===== config.mk =====
export PLATFORM = sky130hd
export DESIGN_NAME = cell_pos_writeback_flat
export DESIGN_NICKNAME = d
export VERILOG_FILES = /design/src/rtl/cell_pos_writeback_pkg.sv /design/src/rtl/cell_pos_writeback_if.sv /design/src/rtl/cell_pos_writeback.sv /design/src/flat_wrapper.sv
export SDC_FILE = /design/constraint.sdc
export NUM_CORES = 1
export LEC_CHECK = 0
export CAP_MARGIN = 15
export CORE_ASPECT_RATIO = 0.7
export CORE_UTILIZATION = 35
export CTS_CLUSTER_DIAMETER = 200
export DETAILED_ROUTE_END_ITERATION = 10
export PLACE_DENSITY_LB_ADDON = 0.3
export RECOVER_POWER = 50
export SYNTH_ARGS = -nofsm -noshare
export SYNTH_HDL_FRONTEND = slang
export SYNTH_SLANG_ARGS = --single-unit

===== constraint.sdc =====
create_clock -name clk -period 2.9 [get_ports clk]
set_input_delay 0.29 -clock clk [delete_from_list [all_inputs] [get_ports clk]]
set_output_delay 0.29 -clock clk [all_outputs]
set_load 0.02 [all_outputs]

===== src/rtl/cell_pos_writeback_pkg.sv =====
// Shared constants and types for the cell position write-back path.
// The width/depth defaults match the constants used by the cell memories.
package cell_pos_writeback_pkg;

    localparam int COORD_WIDTH      = 32;
    localparam int DEF_DATA_WIDTH   = 3 * COORD_WIDTH;
    localparam int DEF_PARTICLE_NUM = 220;
    localparam int DEF_ADDR_WIDTH   = 8;

    // One packed particle position as stored in a cell memory word.
    typedef struct packed {
        logic [COORD_WIDTH-1:0] posz;
        logic [COORD_WIDTH-1:0] posy;
        logic [COORD_WIDTH-1:0] posx;
    } pos_t;

    // Clamp a requested particle count to the memory depth.
    function automatic int unsigned clamp_count(input int unsigned req, input int unsigned depth);
        return (req > depth) ? depth : req;
    endfunction

endpackage


===== src/rtl/cell_pos_writeback_if.sv =====
// Upstream position stream plus the cell memory write port.
// master: the writer (accepts the stream, drives the memory port).
// slave:  the environment (sources the stream, observes the memory port).
interface cell_pos_writeback_if
    import cell_pos_writeback_pkg::*;
#(
    parameter int DATA_WIDTH = DEF_DATA_WIDTH,
    parameter int ADDR_WIDTH = DEF_ADDR_WIDTH
);

    logic                  in_valid;
    logic [DATA_WIDTH-1:0] in_data;
    logic                  in_ready;
    logic [ADDR_WIDTH-1:0] ram_address;
    logic [DATA_WIDTH-1:0] ram_data;
    logic                  ram_wren;
    logic                  ram_rden;

    modport master (
        input  in_valid,
        input  in_data,
        output in_ready,
        output ram_address,
        output ram_data,
        output ram_wren,
        output ram_rden
    );

    modport slave (
        output in_valid,
        output in_data,
        input  in_ready,
        input  ram_address,
        input  ram_data,
        input  ram_wren,
        input  ram_rden
    );

endinterface


===== src/rtl/cell_pos_writeback.sv =====
// Writes one pass of updated particle positions into a cell memory:
// first the n streamed positions at addresses 0..n-1, then zero words up
// to the last memory address, then a one-cycle done pulse.
module cell_pos_writeback
    import cell_pos_writeback_pkg::*;
#(
    parameter int DATA_WIDTH   = DEF_DATA_WIDTH,
    parameter int PARTICLE_NUM = DEF_PARTICLE_NUM,
    parameter int ADDR_WIDTH   = DEF_ADDR_WIDTH
) (
    input  logic                  clk,
    input  logic                  rst_n,
    input  logic                  start,
    input  logic [ADDR_WIDTH:0]   num_particles,
    cell_pos_writeback_if.master  bus,
    output logic                  busy,
    output logic                  done,
    output logic [ADDR_WIDTH:0]   wr_count
);

    typedef enum logic [1:0] {
        IDLE  = 2'd0,
        WRITE = 2'd1,
        FILL  = 2'd2,
        DONE  = 2'd3
    } state_t;

    // Counters carry one extra bit so that "n == PARTICLE_NUM" is representable
    // even when the memory depth is a full power of two.
    localparam logic [ADDR_WIDTH:0] PN_CNT    = (ADDR_WIDTH+1)'(PARTICLE_NUM);
    localparam logic [ADDR_WIDTH:0] LAST_ADDR = (ADDR_WIDTH+1)'(PARTICLE_NUM - 1);
    localparam logic [ADDR_WIDTH:0] CNT_ONE   = (ADDR_WIDTH+1)'(1);

    state_t                state_q, state_d;
    logic [ADDR_WIDTH:0]   n_q, n_d;
    logic [ADDR_WIDTH:0]   addr_q, addr_d;
    logic [ADDR_WIDTH:0]   wr_count_q, wr_count_d;
    logic                  in_ready_q, in_ready_d;
    logic [ADDR_WIDTH-1:0] ram_address_q, ram_address_d;
    logic [DATA_WIDTH-1:0] ram_data_q, ram_data_d;
    logic                  ram_wren_q, ram_wren_d;
    logic                  ram_rden_q;
    logic                  busy_q, busy_d;
    logic                  done_q, done_d;

    logic                  accept;
    logic [ADDR_WIDTH:0]   n_clamped;
    logic [ADDR_WIDTH:0]   count_inc;

    assign accept    = bus.in_valid && in_ready_q;
    assign n_clamped = (num_particles > PN_CNT) ? PN_CNT : num_particles;
    assign count_inc = wr_count_q + CNT_ONE;

    // State register: synchronous active-low reset abandons any pass in flight.
    always_ff @(posedge clk) begin
        // NOTE: sequential state uses non-blocking assignments so every flop
        // samples the pre-edge values regardless of statement order.
        if (!rst_n) begin
            state_q <= IDLE;
        end else begin
            state_q <= state_d;
        end
    end

    // Next-state and next-output logic for the write-back pass.
    always_comb begin
        // NOTE: every variable gets a default before the case so no path
        // leaves one unassigned, which would infer a latch.
        state_d       = state_q;
        n_d           = n_q;
        addr_d        = addr_q;
        wr_count_d    = wr_count_q;
        in_ready_d    = 1'b0;
        ram_address_d = ram_address_q;
        ram_data_d    = ram_data_q;
        ram_wren_d    = 1'b0;
        done_d        = 1'b0;

        unique case (state_q)
            IDLE: begin
                if (start) begin
                    n_d        = n_clamped;
                    addr_d     = '0;
                    wr_count_d = '0;
                    if (n_clamped != '0) begin
                        state_d    = WRITE;
                        in_ready_d = 1'b1;
                    end else begin
                        state_d    = FILL;
                    end
                end
            end

            WRITE: begin
                in_ready_d = 1'b1;
                if (accept) begin
                    ram_wren_d    = 1'b1;
                    ram_address_d = addr_q[ADDR_WIDTH-1:0];
                    ram_data_d    = bus.in_data;
                    addr_d        = addr_q + CNT_ONE;
                    wr_count_d    = count_inc;
                    if (count_inc == n_q) begin
                        in_ready_d = 1'b0;
                        if (n_q < PN_CNT) begin
                            state_d = FILL;
                        end else begin
                            state_d = DONE;
                            done_d  = 1'b1;
                        end
                    end
                end
            end

            FILL: begin
                ram_wren_d    = 1'b1;
                ram_address_d = addr_q[ADDR_WIDTH-1:0];
                ram_data_d    = '0;
                // The counter parks on the last address instead of wrapping.
                if (addr_q >= LAST_ADDR) begin
                    state_d = DONE;
                    done_d  = 1'b1;
                end else begin
                    addr_d  = addr_q + CNT_ONE;
                end
            end

            DONE: begin
                state_d = IDLE;
            end

            default: begin
                state_d = IDLE;
            end
        endcase

        busy_d = (state_d != IDLE);
    end

    // Datapath and output registers; every output is driven from a flop.
    always_ff @(posedge clk) begin
        if (!rst_n) begin
            n_q           <= '0;
            addr_q        <= '0;
            wr_count_q    <= '0;
            in_ready_q    <= 1'b0;
            ram_address_q <= '0;
            ram_data_q    <= '0;
            ram_wren_q    <= 1'b0;
            ram_rden_q    <= 1'b0;
            busy_q        <= 1'b0;
            done_q        <= 1'b0;
        end else begin
            n_q           <= n_d;
            addr_q        <= addr_d;
            wr_count_q    <= wr_count_d;
            in_ready_q    <= in_ready_d;
            ram_address_q <= ram_address_d;
            ram_data_q    <= ram_data_d;
            ram_wren_q    <= ram_wren_d;
            ram_rden_q    <= 1'b0;
            busy_q        <= busy_d;
            done_q        <= done_d;
        end
    end

    assign bus.in_ready    = in_ready_q;
    assign bus.ram_address = ram_address_q;
    assign bus.ram_data    = ram_data_q;
    assign bus.ram_wren    = ram_wren_q;
    assign bus.ram_rden    = ram_rden_q;
    assign busy            = busy_q;
    assign done            = done_q;
    assign wr_count        = wr_count_q;

endmodule

===== src/flat_wrapper.sv =====
// flat-port wrapper written by rule: the top's interface ports become plain ports
module cell_pos_writeback_flat import cell_pos_writeback_pkg::*;
#(
    parameter int DATA_WIDTH   = DEF_DATA_WIDTH,
    parameter int PARTICLE_NUM = DEF_PARTICLE_NUM,
    parameter int ADDR_WIDTH   = DEF_ADDR_WIDTH
)
  (clk, rst_n, start, num_particles, busy, done, wr_count, bus_in_valid, bus_in_data, bus_in_ready, bus_ram_address, bus_ram_data, bus_ram_wren, bus_ram_rden);
  cell_pos_writeback_if #(.DATA_WIDTH(DATA_WIDTH), .ADDR_WIDTH(ADDR_WIDTH)) bus_i ();
  input  logic clk;
  input  logic rst_n;
  input  logic start;
  input  logic [ADDR_WIDTH:0] num_particles;
  output logic busy;
  output logic done;
  output logic [ADDR_WIDTH:0] wr_count;
  input wire logic [$bits(bus_i.in_valid)-1:0] bus_in_valid;
  input wire logic [$bits(bus_i.in_data)-1:0] bus_in_data;
  output wire logic [$bits(bus_i.in_ready)-1:0] bus_in_ready;
  output wire logic [$bits(bus_i.ram_address)-1:0] bus_ram_address;
  output wire logic [$bits(bus_i.ram_data)-1:0] bus_ram_data;
  output wire logic [$bits(bus_i.ram_wren)-1:0] bus_ram_wren;
  output wire logic [$bits(bus_i.ram_rden)-1:0] bus_ram_rden;
  assign bus_i.in_valid = bus_in_valid;
  assign bus_i.in_data = bus_in_data;
  assign bus_in_ready = bus_i.in_ready;
  assign bus_ram_address = bus_i.ram_address;
  assign bus_ram_data = bus_i.ram_data;
  assign bus_ram_wren = bus_i.ram_wren;
  assign bus_ram_rden = bus_i.ram_rden;
  cell_pos_writeback #(.DATA_WIDTH(DATA_WIDTH), .PARTICLE_NUM(PARTICLE_NUM), .ADDR_WIDTH(ADDR_WIDTH)) u_core (.clk(clk), .rst_n(rst_n), .start(start), .num_particles(num_particles), .bus(bus_i), .busy(busy), .done(done), .wr_count(wr_count));
endmodule

==> impl_results.md <==
* Setup Skew at 0.009547 ns
* Top FF cell, synth: dfxtp_1
* Worst-skew pair later-pin latency at 0.41 ns
* Synth Net Count at 704
* Slew Limit Fails at 0
* M1 WL at 7.399 mm
* Type of origin of the critical path: flop
* Tot Pwr at 5.516 mW
* Critical path capture point type: flop
* CTS buffer count at 17
* Vias per std cell at between 5 and 6
* DP HPWL at 11.62 mm
* Total GRT Usage at 0.2030
* Congestion Overflow GR at 0
* Share of cells above drive strength 1 at 0.05824
* Placed cell count at 975
* Initial core utilization at 0.3595
* Commonest non-fill, non-tap cell in the layout: dfxtp_1
* Via count at 5267
* Number of synthesized flops with an enable pin at 0
* RSZ-0062 raised after global routing: no
* Initial antenna violation count at 0
* Max layer used: met4
* # IOs at approximately 230
* Library cells used by synthesis at 53
* Cell leakage power at between 3 and 4 nW
* Clock buffer depth at 2
* GPL Wtd Cong at about 0.87
* Synth-to-layout area growth at 53.80%
* #FFs+latches synth at 137
* Post-Layout Cell Count at around 1000
* Fin util at 0.5530
* Max_slew headroom at 0.2116
* Number of I/O port buffers at roughly 230
* Post-route ant nets at 0
* Pin count of the biggest net entering global routing at about 120
* Crit. Startpoint: u_core.state_q[1]
* Min-Delay Path Class: in2reg
* Total negative slack at 0 ns
* Initial DRC Count at 436
* Run status: complete, no violations
* WL met2 at 7.877 mm
* Post-cts resize count at 0
* Launching point of the worst reg2reg path: u_core.state_q[1]
* Syn. warnings at 0
* Chip width at 153.3 um
* Nets at 908
* # rows at 38
* Most frequent cells in the layout: dfxtp_1, dlygate4sd3_1, clkdlybuf4s50_1
* Hold_sp: rst_n
* Post-CTS setup buffer count at 0
* Pwr Density at 639.7 nW/um2
* # hold bufs at CTS at 0
* Tmin final at between 2 and 3 ns
* # fillers at 1336
* Mapped Area at 5607 um2
* Vias in the first global route at 5082
* Clock net sink count at 137
* Pre-Repair DR Iteration Count at 5
* Synth async-reset ratio at 0
* Fmax at 391.3 MHz
* Syn_area_per_cell at 9.503 um2
* Setup violators final at 0
* Clock transition at path regs at 0.06 ns
* Die outline area at 16540 um2
* CTS tree: yes
* First-pass GRT wire length at 26.43 mm
* Sequential cell area fraction in the yosys report at 0.4892
* Peak supply drop at 0.0003535 V
* FF-to-FF setup slack at 0.34 ns
* Core area at approximately 16000 um2
* CP Class: reg2reg
* Routed WL at roughly 17 mm
* Met3 Wirelength at between 1 and 1.5 mm
* Routed length per placed instance at roughly 17 um
* Clk root buf: clkbuf_16
* Chip height at 107.9 um
* Cells after Synth at 590
* Final Cycle Share at 0.8812
* Arr. time, crit path at 2.90 ns
* # Max-Cap Violations at 0
* CP Max Fanout at 104
* Slew @ Worst Pin at 1.183 ns
* DRC at 0
* H-Tree Depth at 4
* Worst EP required at 3.24 ns
* Final Hold Fails at 0
* # diodes at 0
cell type report:
type | count | area (um2) | area share
Clock buffer | 18 | 429.2 | 0.04977
Multi-Input combinational cell | 404 | 2685 | 0.3114
Tap cell | 200 | 250.2 | 0.02902
Sequential cell | 137 | 2743 | 0.3180
Timing Repair Buffer | 229 | 2302 | 0.2670
Clock inverter | 14 | 195.2 | 0.02263
Inverter | 5 | 18.77 | 0.002176
power by group:
group / internal [mW] / switching [mW] / total, mW
Combinational: 0.496 / 0.627 / 1.12
Clock: 1.45 / 0.857 / 2.30
Sequential: 2.00 / 0.0895 / 2.09
Total: 3.94 / 1.57 / 5.52
critical path, cell delays in order (launching register included):
cell and delay, ns:
dfxtp_1 0.39, inv_1 0.08, ha_1 0.26, and3_1 0.25
a21oi_4 0.13, clkbuf_4 0.89, a22oi_1 0.20, nor2b_1 0.20
Yosys cell counts (2+ instances only):
cell type / n / area, um2
a31oi_1: 7 / 43.79
xnor2_1: 7 / 61.31
nor3_1: 7 / 35.03
a31o_2: 2 / 17.52
nand2b_1: 4 / 25.02
and3_1: 3 / 18.77
inv_1: 5 / 18.77
o21bai_1: 2 / 15.01
a211oi_1: 5 / 37.54
o21ai_1: 3 / 15.01
o31ai_1: 5 / 37.54
nand3_1: 10 / 50.05
ha_1: 5 / 62.56
o21ai_0: 8 / 40.04
nand4_1: 4 / 25.02
or4_1: 2 / 15.01
and2_1: 6 / 37.54
buf_2: 2 / 10.01
a21o_1: 5 / 37.54
o211ai_1: 2 / 15.01
a21oi_1: 15 / 75.07
xor2_1: 5 / 43.79
a311oi_1: 2 / 17.52
nor2_1: 18 / 67.56
a22oi_1: 100 / 750.7
clkbuf_1: 38 / 142.6
o311a_1: 2 / 20.02
o221a_2: 3 / 33.78
dfxtp_1: 137 / 2743
nand2_1: 33 / 123.9
nand3b_1: 5 / 37.54
buf_1: 2 / 7.510
a21boi_0: 13 / 97.59
nor2b_1: 104 / 650.6
routing by layer:
layer / track usage / vias up
li1: - / 2540
met1: 0.2569 / 2488
met2: 0.3147 / 215
met3: 0.07448 / 24
met4: 0.07648 / 0
met5: 0 / -
flip-flops by register name, indices dropped and copies added (netlist names):
register,count
u_core.bus.ram_wren,1
u_core.n_q,9
u_core.addr_q,9
u_core.busy,1
u_core.done,1
u_core.state_q,2
u_core.bus.in_ready,1
u_core.bus.ram_data,96
u_core.bus.ram_address,8
u_core.wr_count,9
logic make-up (layout without fill, tap and decap cells):
family          after synthesis  after routing  share of synthesized area
other cells                   1              1                  0.0006689
buf+inv                      49            266                    0.03526
compound gates              182            182                     0.2363
flops                       137            137                     0.4892
fa+ha+maj                     5              5                    0.01116
xor+xnor                     13             13                    0.02299
simple gates                203            203                     0.2044
through the flow:
step	hold WS [ns]	setup WS, ns	cell area (um2)
6_report	0.2591	0.3446	8623
5_1_grt	0.2510	0.1649	8623
4_1_cts	0.2354	0.4913	8636
3_5_place_dp	0.4632	0.5140	8011
3_3_place_gp	0.4567	0.6353	8011
2_1_floorplan	0.4407	0.7353	5607
worst paths after layout:
path	to	cells after the start
worst max register to register	u_core.bus.ram_data[66]	7
worst max-delay path	u_core.bus.ram_data[66]	7
worst min register to register	u_core.bus.ram_address[3]	2
worst min-delay path	u_core.bus.in_ready	2
Power figures use the tool's default switching activity.
